File: src/rtl/mdu_seq_ctrl.sv
// Iterative multiply/divide sequencer owning HI/LO; 1 bit per cycle shift-add / restoring divide.
// Optional MDU_EARLY_EXIT_EN: multiply leaves CALC once the remaining multiplier bits are zero.
module mdu_seq_ctrl #(
  parameter int unsigned WIDTH = 32
) (
  input  logic             clk,
  input  logic             rst_n,
  input  logic             start,
  input  logic [5:0]       func,
  input  logic [WIDTH-1:0] rs,
  input  logic [WIDTH-1:0] rt,
  output logic             busy,
  output logic             done,
  output logic             stall,
  output logic [WIDTH-1:0] hi,
  output logic [WIDTH-1:0] lo,
  output logic [WIDTH-1:0] mf_data
);

  localparam int unsigned PW    = 2 * WIDTH;
  localparam int unsigned CNT_W = (WIDTH > 1) ? $clog2(WIDTH) : 1;

  localparam logic [5:0] F_MFHI  = 6'b010000;
  localparam logic [5:0] F_MTHI  = 6'b010001;
  localparam logic [5:0] F_MFLO  = 6'b010010;
  localparam logic [5:0] F_MTLO  = 6'b010011;
  localparam logic [5:0] F_MULT  = 6'b011000;
  localparam logic [5:0] F_MULTU = 6'b011001;
  localparam logic [5:0] F_DIV   = 6'b011010;
  localparam logic [5:0] F_DIVU  = 6'b011011;

`ifdef MDU_EARLY_EXIT_EN
  localparam bit EARLY_EXIT = 1'b1;
`else
  localparam bit EARLY_EXIT = 1'b0;
`endif

  typedef enum logic [1:0] {
    S_IDLE = 2'd0,
    S_CALC = 2'd1,
    S_FIX  = 2'd2
  } state_e;

  state_e             state_q, state_d;
  logic [CNT_W-1:0]   cnt_q, cnt_d;
  logic [PW-1:0]      acc_q, acc_d;
  logic [PW-1:0]      opb_q, opb_d;
  logic [WIDTH-1:0]   mpl_q, mpl_d;
  logic               is_div_q, is_div_d;
  logic               neg_q, neg_d;
  logic               rem_neg_q, rem_neg_d;
  logic               dz_q, dz_d;
  logic [WIDTH-1:0]   hi_q, hi_d;
  logic [WIDTH-1:0]   lo_q, lo_d;
  logic               done_q, done_d;

  logic               is_arith;
  logic               is_mdu;
  logic               signed_op;
  logic [WIDTH-1:0]   abs_a;
  logic [WIDTH-1:0]   abs_b;

  logic [WIDTH:0]     rem_sh;
  logic [WIDTH:0]     diff;
  logic [WIDTH-1:0]   quo;
  logic [WIDTH-1:0]   rem;
  logic [PW-1:0]      prod;

  // Function decode and operand magnitudes for signed ops
  assign is_arith  = (func == F_MULT) || (func == F_MULTU) || (func == F_DIV) || (func == F_DIVU);
  assign is_mdu    = is_arith || (func == F_MFHI) || (func == F_MTHI) ||
                     (func == F_MFLO) || (func == F_MTLO);
  assign signed_op = (func == F_MULT) || (func == F_DIV);
  assign abs_a     = (signed_op && rs[WIDTH-1]) ? (~rs + WIDTH'(1)) : rs;
  assign abs_b     = (signed_op && rt[WIDTH-1]) ? (~rt + WIDTH'(1)) : rt;

  always_ff @(posedge clk or negedge rst_n) begin
    if (!rst_n) begin
      state_q   <= S_IDLE;
      cnt_q     <= '0;
      acc_q     <= '0;
      opb_q     <= '0;
      mpl_q     <= '0;
      is_div_q  <= 1'b0;
      neg_q     <= 1'b0;
      rem_neg_q <= 1'b0;
      dz_q      <= 1'b0;
      hi_q      <= '0;
      lo_q      <= '0;
      done_q    <= 1'b0;
    end else begin
      state_q   <= state_d;
      cnt_q     <= cnt_d;
      acc_q     <= acc_d;
      opb_q     <= opb_d;
      mpl_q     <= mpl_d;
      is_div_q  <= is_div_d;
      neg_q     <= neg_d;
      rem_neg_q <= rem_neg_d;
      dz_q      <= dz_d;
      hi_q      <= hi_d;
      lo_q      <= lo_d;
      done_q    <= done_d;
    end
  end

  always_comb begin
    state_d   = state_q;
    cnt_d     = cnt_q;
    acc_d     = acc_q;
    opb_d     = opb_q;
    mpl_d     = mpl_q;
    is_div_d  = is_div_q;
    neg_d     = neg_q;
    rem_neg_d = rem_neg_q;
    dz_d      = dz_q;
    hi_d      = hi_q;
    lo_d      = lo_q;
    done_d    = 1'b0;
    rem_sh    = '0;
    diff      = '0;
    quo       = '0;
    rem       = '0;
    prod      = '0;

    case (state_q)
      S_IDLE: begin
        if (start && is_arith) begin
          is_div_d  = func[1];
          neg_d     = signed_op && (rs[WIDTH-1] ^ rt[WIDTH-1]);
          rem_neg_d = signed_op && rs[WIDTH-1];
          dz_d      = (rt == '0);
          cnt_d     = CNT_W'(WIDTH - 1);
          if (func[1]) begin
            // Divide: {remainder, quotient} pair starts as {0, dividend}
            acc_d = {{WIDTH{1'b0}}, abs_a};
            opb_d = {{WIDTH{1'b0}}, abs_b};
            mpl_d = '0;
          end else begin
            acc_d = '0;
            opb_d = {{WIDTH{1'b0}}, abs_a};
            mpl_d = abs_b;
          end
          state_d = S_CALC;
        end else if (start && (func == F_MTHI)) begin
          hi_d = rs;
        end else if (start && (func == F_MTLO)) begin
          lo_d = rs;
        end
      end

      S_CALC: begin
        cnt_d = cnt_q - CNT_W'(1);
        if (is_div_q) begin
          rem_sh = {acc_q[PW-1:WIDTH], acc_q[WIDTH-1]};
          diff   = rem_sh - {1'b0, opb_q[WIDTH-1:0]};
          if (!diff[WIDTH]) begin
            acc_d = {diff[WIDTH-1:0], acc_q[WIDTH-2:0], 1'b1};
          end else begin
            acc_d = {rem_sh[WIDTH-1:0], acc_q[WIDTH-2:0], 1'b0};
          end
        end else begin
          if (mpl_q[0]) begin
            acc_d = acc_q + opb_q;
          end
          opb_d = opb_q << 1;
          mpl_d = mpl_q >> 1;
        end
        if ((cnt_q == '0) || (EARLY_EXIT && !is_div_q && ((mpl_q >> 1) == '0))) begin
          state_d = S_FIX;
        end
      end

      S_FIX: begin
        if (is_div_q) begin
          quo  = acc_q[WIDTH-1:0];
          rem  = acc_q[PW-1:WIDTH];
          // Divide by zero keeps the all-ones quotient regardless of signs
          lo_d = dz_q ? '1 : (neg_q ? (~quo + WIDTH'(1)) : quo);
          hi_d = rem_neg_q ? (~rem + WIDTH'(1)) : rem;
        end else begin
          prod = neg_q ? (~acc_q + PW'(1)) : acc_q;
          hi_d = prod[PW-1:WIDTH];
          lo_d = prod[WIDTH-1:0];
        end
        done_d  = 1'b1;
        state_d = S_IDLE;
      end

      default: state_d = S_IDLE;
    endcase
  end

  assign busy    = (state_q != S_IDLE);
  assign done    = done_q;
  assign hi      = hi_q;
  assign lo      = lo_q;
  assign stall   = start && busy && is_mdu;
  assign mf_data = (func == F_MFHI) ? hi_q : ((func == F_MFLO) ? lo_q : '0);

endmodule
File: config.mk
export PLATFORM = sky130hd
export DESIGN_NAME = mdu_seq_ctrl
export DESIGN_NICKNAME = d
export VERILOG_FILES = /design/src/rtl/mdu_seq_ctrl.sv
export SDC_FILE = /design/constraint.sdc
export NUM_CORES = 1
export LEC_CHECK = 0
export CAP_MARGIN = 20
export CELL_PAD_IN_SITES_DETAIL_PLACEMENT = 0
export CELL_PAD_IN_SITES_GLOBAL_PLACEMENT = 1
export CORE_UTILIZATION = 45
export DETAILED_ROUTE_END_ITERATION = 16
export PLACE_DENSITY = 0.82
export SYNTH_ARGS = -nofsm -noshare
export SYNTH_HDL_FRONTEND = slang
export SYNTH_SLANG_ARGS = --single-unit
File: constraint.sdc
create_clock -name clk -period 4.7 [get_ports clk]
set_input_delay 1.41 -clock clk [delete_from_list [all_inputs] [get_ports clk]]
set_output_delay 1.41 -clock clk [all_outputs]
set_load 0.02 [all_outputs]
# Word level (Yosys, flattened, before mapping)
# Index checks and enable logic that the tools add are counted.
[word_totals]
reg_bits = 236
in_bits = 73
output_inout_bits = 99
elab_cells = 110
[op_classes]
addsub = 8
eq_ne = 18
n_mux = 37
bitwise = 6
n_reduce_logical = 29
[ops]
columns = ["op", "count"]
rows = [
  ["$mux W32", 19],
  ["$mux W64", 7],
  ["$pmux W64 S2", 2],
  ["$pmux W32 S2", 3],
  ["$add A32 B1 Y32 const B", 4],
  ["$not A32 Y32", 4],
  ["$add A64 B1 Y64 const B", 1],
  ["$add A64 B64 Y64", 1],
  ["$not A64 Y64", 1],
  ["$eq A6 B5 Y1 const B", 8],
  ["$sub A33 B32 Y33", 1],
  ["$logic_not A32 Y1", 1],
  ["$ne A2 B2 Y1 const B", 7],
  ["$pmux W5 S2", 1],
  ["$reduce_and A3 Y1", 3],
  ["$logic_and A1 B1 Y1", 8],
  ["$logic_or A1 B1 Y1", 8],
  ["$reduce_and A2 Y1", 3],
  ["$reduce_bool A2 Y1", 3],
  ["$logic_not A5 Y1", 1],
  ["$mux W5", 1],
  ["$sub A5 B1 Y5 const B", 1],
  ["$mux W2", 2],
  ["$pmux W2 S2", 1],
  ["other kinds (7)", 7],
]

# Logic depth before layout (Yosys ltp)
# Gate-level depths: netlist (run 1).
[depth]
word_depth = 9
ltp_mapped = 15
mapped_depth_nobuf = 13

# Least setup slack after synthesis (run 1)
# Ideal clock, no wire load.
[synth_path]
path_kind = "input to output"
start = "in func[1]"
end = "out mf_data[10]"
arrival_ns = 2.828
t_required_ns = 3.290
setup_slack_ns = 0.462
cell_stages = 5
n_path_buf = 3
path_cell_list = "clkbuf_1 > clkbuf_1 > clkbuf_1 > mux2i_1 > nor2_1"
[synth_via]
elab_chain_len = 3
elab_cells_between_ends = 4
classes_between = "eq/ne: 2; mux: 2"
[synth_lines]
columns = ["element", "line_no", "text"]
rows = [
  ["from (decl)", "9", "input logic [5:0] func,"],
  ["$eq A6 B5 Y1", "199", "assign mf_data = (func == F_MFHI) ? hi_q : ((func == F_MFLO) ? lo_q : '0);"],
  ["$mux W32", "199", ""],
  ["$mux W32 (*)", "199", ""],
  ["to (decl)", "17", "output logic [WIDTH-1:0] mf_data"],
]
# Mark *: on every way between the ends. The rest lies on a longest branch, timed or not.

# Final worst setup path (run 1)
[layout_path]
start = "in func[2]"
end = "out stall"
[layout_via]
elab_chain_len = 9
elab_cells_between_ends = 16
classes_between = "eq/ne: 8; reduce/logical: 8"
[layout_lines]
columns = ["element", "line_no", "text"]
rows = [
  ["$eq A6 B5 Y1", "70", "assign is_arith = (func == F_MULT) || (func == F_MULTU) || (func == F_DIV) || (func == F_DIVU);"],
  ["$logic_or A1 B1 Y1 (3 in a row)", "70", ""],
  ["$logic_or A1 B1 Y1 (3 in a row)", "71", "assign is_mdu = is_arith || (func == F_MFHI) || (func == F_MTHI) ||"],
  ["$logic_or A1 B1 Y1 (*)", "72", "(func == F_MFLO) || (func == F_MTLO);"],
  ["$logic_and A1 B1 Y1 (*)", "198", "assign stall = start && busy && is_mdu;"],
  ["to (decl)", "14", "output logic stall,"],
]
# Marked as above.

==> run summary, run 1 <==
Layout cells sized above 1 = 0.0731
Unrepaired setup endpoints after global routing = no
Largest net degree at the start of global routing = 95
PD cells = 808 nW/um^2
Clk_skew = 0.0118 ns
Setup violations, final = 0
Asr flop ratio synth = 1.00
Sequential element share of the synthesized area = 0.293
Post-layout nets = 2918
CP Capture Type = output pin
VDD IR max = 0.450 mV
Post-synth top area cell = dfrtp_1
Total number of vias = 20.8k
Diodes inserted = 0
Leakage = 10.3 nW
Site Rows = 77
Die H = 214 microns
Post-synth EDFFs = 0
Status = finished clean
Num CTS Buffers = 30
Slew HR = 0.335
Post-synth top flop = dfrtp_1
Launching element type of the critical path = input pin
Fin area = 23800 sq um
Placed instance count = 3302
#FFs+latches synth = 236
Dpl cell area = 22900 sq um
Reg2reg path depth = 10
Worst hold path type = flop to flop
Total Routing Usage GR = 0.356
Final period utilization = 0.959
First-pass GRT wire length = 122 mm
Clock slew at reported path FFs = 0.06 ns
Synthesized Nets = 2775
YS warnings = 0
Clock insertion delay at the later pin of the skew report = 0.59 ns
Die X = 214 microns
Fin crit period = 4.51 ns
Mapped Cells = 2599
Vias per cell = 6.21
MaxCap Viol Count = 0
Port Buffers = 171
Final WL = 81.2 mm
Yosys cell types = 86
DP HPWL = 64.4 mm
Clock Sinks = 236
Top cells by count, synth = 306 x nand2_1, 278 x nor2_1, 237 x a21oi_1
Residual DRC = 0
Core Region = 44200 sq um
IO Count = 172
Clk buf depth = 3
Final Slew Violations = 0
Gpl congestion = 0.970
Area grow syn2layout = 18.2%
Top cells by area, synth = dfrtp_1 29%, ha_1 6.3%, a21oi_1 5.9%, o21ai_0 5.8%, nand2_1 5.7%
Crit Path Max Fanout = 2
Number of antenna violations at the first check in global routing = 0
Starting DRT DRC Count = 1984
Number of global-route vias before repair = 19.6k
Starting Density = 0.456
Die Area = 45700 sq um
F_max = 0.222 GHz
Mean Syn Cell Area = 7.76 sq um
Layout Cells excl Fill = 3356
Worst hold stages = 1
Detail Route Antenna Nets = 0
Setup TNS = 0 ns
Root Driver = clkbuf_16
DRT Pass-1 Iters = 5
Routed WL per cell = 24.2 microns
Final Hold Fails = 0
Worst EP required = 3.29 ns
Worst Tran Pin Value = 0.994 ns
Post-CTS Setup Inserts = 0
CTS H-Tree Depth = 1
Global route overflow = 0
Crit Path Category = input pin to output pin
Mapped Area = 20200 sq um
CTS tree = yes
Synth top area share = 0.293
Post-CTS Hold Buffers = 0
Layout Utilization = 0.539
Worst EP arrival = 3.10 ns
Most common cell in the synthesized netlist = nand2_1
==> stage by stage <==
| step | power (mW) | setup slack [ns] | hold slack [ns] |
|---|---|---|---|
| floorplan | 12.4 | 0.462 | 0.446 |
| global placement | 16.5 | -0.0932 | 0.458 |
| detailed placement | 16.7 | -0.0365 | 0.478 |
| CTS | 19.1 | 0.196 | 0.486 |
| global route | 20.7 | 0.117 | 0.497 |
| finish | 19.3 | 0.195 | 0.486 |
==> critical path, cell delays in order <==
cell	delay (ns)
clkdlybuf4s50_1	0.42
buf_4	0.14
nor4bb_1	0.33
nor2b_1	0.18
clkdlybuf4s50_1	0.61
==> layout make-up <==
class	instances	area, sq um
clock buffers	35	790
inverters	78	293
multi-input cells	2125	13400
clock inverters	19	196
flip-flops and latches	236	5910
fillers	4234	20400
well taps	592	741
repair buffers	271	2500
==> timing repair <==
action / CTS / global route
hold endpoints to repair: 0 / 0
resized for setup: 32 / 0
endpoints found under the setup margin: 32 / 0
==> sequential cells by signal, indices dropped and copies added (netlist names) <==
register / cells
is_div_q: 1
done: 1
dz_q: 1
state_q: 2
acc_q: 64
hi: 32
mpl_q: 32
opb_q: 64
rem_neg_q: 1
neg_q: 1
lo: 32
cnt_q: 5
==> cell families after synthesis <==
group | synth area share
simple gates | 0.196
buf+inv | 0.0447
compound gates | 0.280
xor+xnor | 0.0894
fa+ha+maj | 0.0646
flops | 0.293
mux | 0.0327
==> cell usage in the layout, fill, tap and decap left out, drive strengths merged, types with 35 or more instances in the layout <==
cell type        n
a21oi          238
dfrtp          236
mux2i           58
a21o            52
inv             76
nand3           37
o21ai          253
nand2          306
nor2           279
clkdlybuf4s50  137
nor3            49
buf            102
xnor2          120
ha             101
xor2            86
clkbuf          35
o31ai           42
==> where the power goes <==
group          internal, mW  total (mW)  switching [mW]  leakage (nW)
combinational          4.91        12.6            7.65          7.03
sequential             3.00        4.35            1.36          2.82
clock                  1.36        2.35           0.985         0.485
==> path summary, 6_finish.rpt <==
path | from | endpoint | slack (ns)
setup reg to reg | acc_q[28] | hi[27] | 0.59
min in group asynchronous | rst_n | lo[4] | 0.80
hold reg to reg | cnt_q[4] | cnt_q[4] | 0.49
hold / removal | cnt_q[4] | cnt_q[4] | 0.49
max in group asynchronous | rst_n | is_div_q | 2.80
setup / recovery | func[2] | stall | 0.19
==> layer usage <==
metal | vias up | wire length [microns] | track usage
met3 | 161 | 5140 | 0.0432
met4 | 0 | 4330 | 0.171
met2 | 843 | 36700 | 0.570
li1 | 9733 | - | -
met1 | 10100 | 35100 | 0.478
met5 | - | 0 | 0
Note: power is estimated with default switching activity, not from simulation.
==> run 2: changes to the inputs <==
--- a/config.mk
+++ b/config.mk
@@ -11,6 +11,7 @@
 export CORE_UTILIZATION = 45
 export DETAILED_ROUTE_END_ITERATION = 16
 export PLACE_DENSITY = 0.82
+export REMOVE_ABC_BUFFERS = 1
 export SYNTH_ARGS = -nofsm -noshare
 export SYNTH_HDL_FRONTEND = slang
 export SYNTH_SLANG_ARGS = --single-unit
==> run 2 against run 1 <==
Final cell count fell by 0.21%; core utilization up 0.14 points; largest cell class unchanged; power is 0.27% lower; fmax shrank 1.2%; critical path depth fell by 1; combinational power barely moved; critical endpoint unchanged; highest routed layer unchanged; first-iteration DRC count up 2.8%; sequential power fell by 2%; largest power group unchanged; design area increased by 0.26%; clock-buffer cell count up 9; clock skew is 0.0066 ns higher.
==> run summary, run 2 (synthesis results as in run 1) <==
Dpl cell area = 22900 sq um
Total number of vias = 21.0k
Core Region = 44200 sq um
Clk buf depth = 3
Commonest non-fill, non-tap cell in the layout = nand2_1
Post-CTS Hold Buffers = 0
DP HPWL = 61.9 mm
Die X = 214 microns
Routed WL per cell = 24.1 microns
FF-to-FF End = acc_q[40]
Die Area = 45700 sq um
First-pass GRT wire length = 121 mm
Most frequent cells in the layout = 306 x nand2_1, 275 x nor2_1, 237 x a21oi_1
Hold WS = 0.481 ns
Largest regs = acc_q: 64 flops, opb_q: 64 flops
Residual DRC = 0
Final Slew Violations = 0
Worst hold stages = 1
Worst EP arrival = 3.15 ns
PD cells = 804 nW/um^2
Unrepaired setup endpoints after global routing = no
DRT Pass-1 Iters = 6
Starting Density = 0.456
Total Routing Usage GR = 0.348
Num CTS Buffers = 30
Vias per cell = 6.28
Worst hold start = cnt_q[4]
Worst EP required = 3.29 ns
Number of antenna violations at the first check in global routing = 0
Root Driver = clkbuf_16
Power Total = 19.2 mW
MaxCap Viol Count = 0
Setup violations, final = 0
Crit Path Category = input pin to output pin
Die H = 214 microns
Worst Tran Pin Value = 1.07 ns
Clock slew at reported path FFs = 0.06 ns
Post-CTS Setup Inserts = 0
Fillcell total = 4199
Largest net degree at the start of global routing = 94
Global route overflow = 0
Area grow syn2layout = 18.5%
CP Capture Type = output pin
Launching element type of the critical path = input pin
Slew HR = 0.284
CTS H-Tree Depth = 1
Reg-to-reg slack, setup = 0.37 ns
Worst hold path type = flop to flop
Number of global-route vias before repair = 19.8k
CTS tree = yes
Clock insertion delay at the later pin of the skew report = 0.60 ns
Post-layout nets = 2911
WHS Endpoint = cnt_q[4]
Clk_skew = 0.0184 ns
Layout cells sized above 1 = 0.0693
Final WL = 80.6 mm
Crit Path Max Fanout = 2
Site Rows = 77
Worst flop-to-flop path startpoint = acc_q[0]
Fin area = 23900 sq um
Reg2reg path depth = 12
Status = finished clean
Starting DRT DRC Count = 2040
Fin crit period = 4.56 ns
CTS resizes = 14
Final period utilization = 0.970
Gpl congestion = 0.999
Setup TNS = 0 ns
Final Hold Fails = 0
Clock Sinks = 236
IO Count = 172
F_max = 0.219 GHz
Port Buffers = 171
VDD IR max = 0.567 mV
Leakage = 10.6 nW
Detail Route Antenna Nets = 0
[run 2: cell count changes in the layout (fill, tap and decap cells not counted), moves of 2 or more]
cell,delta
clkbuf_8,+5
dlygate4sd2_1,-19
dlymetal6s2s_1,+19
clkinvlp_4,-2
buf_4,-10
bufinv_16,-2
clkinv_2,-5
buf_12,+3
clkbuf_1,+4
[run 2: area by class of cell]
cell class,instances,area (sq um),share of cell area
diodes,1,2.50,0.000105
multi-input cells,2125,13400,0.562
well taps,592,741,0.0310
clock buffers,44,873,0.0365
flip-flops and latches,236,5910,0.247
clock inverters,9,101,0.00424
repair buffers,264,2560,0.107
inverters,78,293,0.0122
[run 2: report_power, final]
group / switching, mW / internal (mW)
logic: 7.72 / 4.92
registers: 1.26 / 3.00
clock network: 0.978 / 1.34
[run 2: metrics by stage]
stage	util	setup WS [ns]	std cells
after floorplan	-	-0.995	2439
after global placement	0.517	-0.0756	3295
after detailed placement	0.517	-0.143	3295
after CTS	0.539	0.0000604	3348
after global routing	0.541	0.0731	3348
final	0.541	0.139	3349
[run 2: how the worst max path moves through the flow]
stage	startpoint	to	slack, ns	cells past startpoint
4_1_cts	func[0]	mf_data[1]	0.00006	6
3_3_place_gp	func[0]	mf_data[6]	-0.08	6
2_1_floorplan	is_div_q	opb_q[10]	-0.99	4
5_1_grt	func[2]	stall	0.07	4
3_5_place_dp	func[0]	mf_data[3]	-0.14	6
6_report	func[2]	stall	0.14	4
[run 2: critical path, stage by stage]
cell and delay (ns):
clkdlybuf4s50_1 0.46, nor4bb_1 0.46, nor2b_1 0.20, clkdlybuf4s50_1 0.62
[run 2: routing by layer]
metal | share of wire | global-route usage | vias up
met5 | 0 | 0 | -
met4 | 0.039 | 0.127 | 0
met3 | 0.075 | 0.0450 | 163
met2 | 0.45 | 0.559 | 932
met1 | 0.43 | 0.477 | 10200
li1 | - | - | 9714
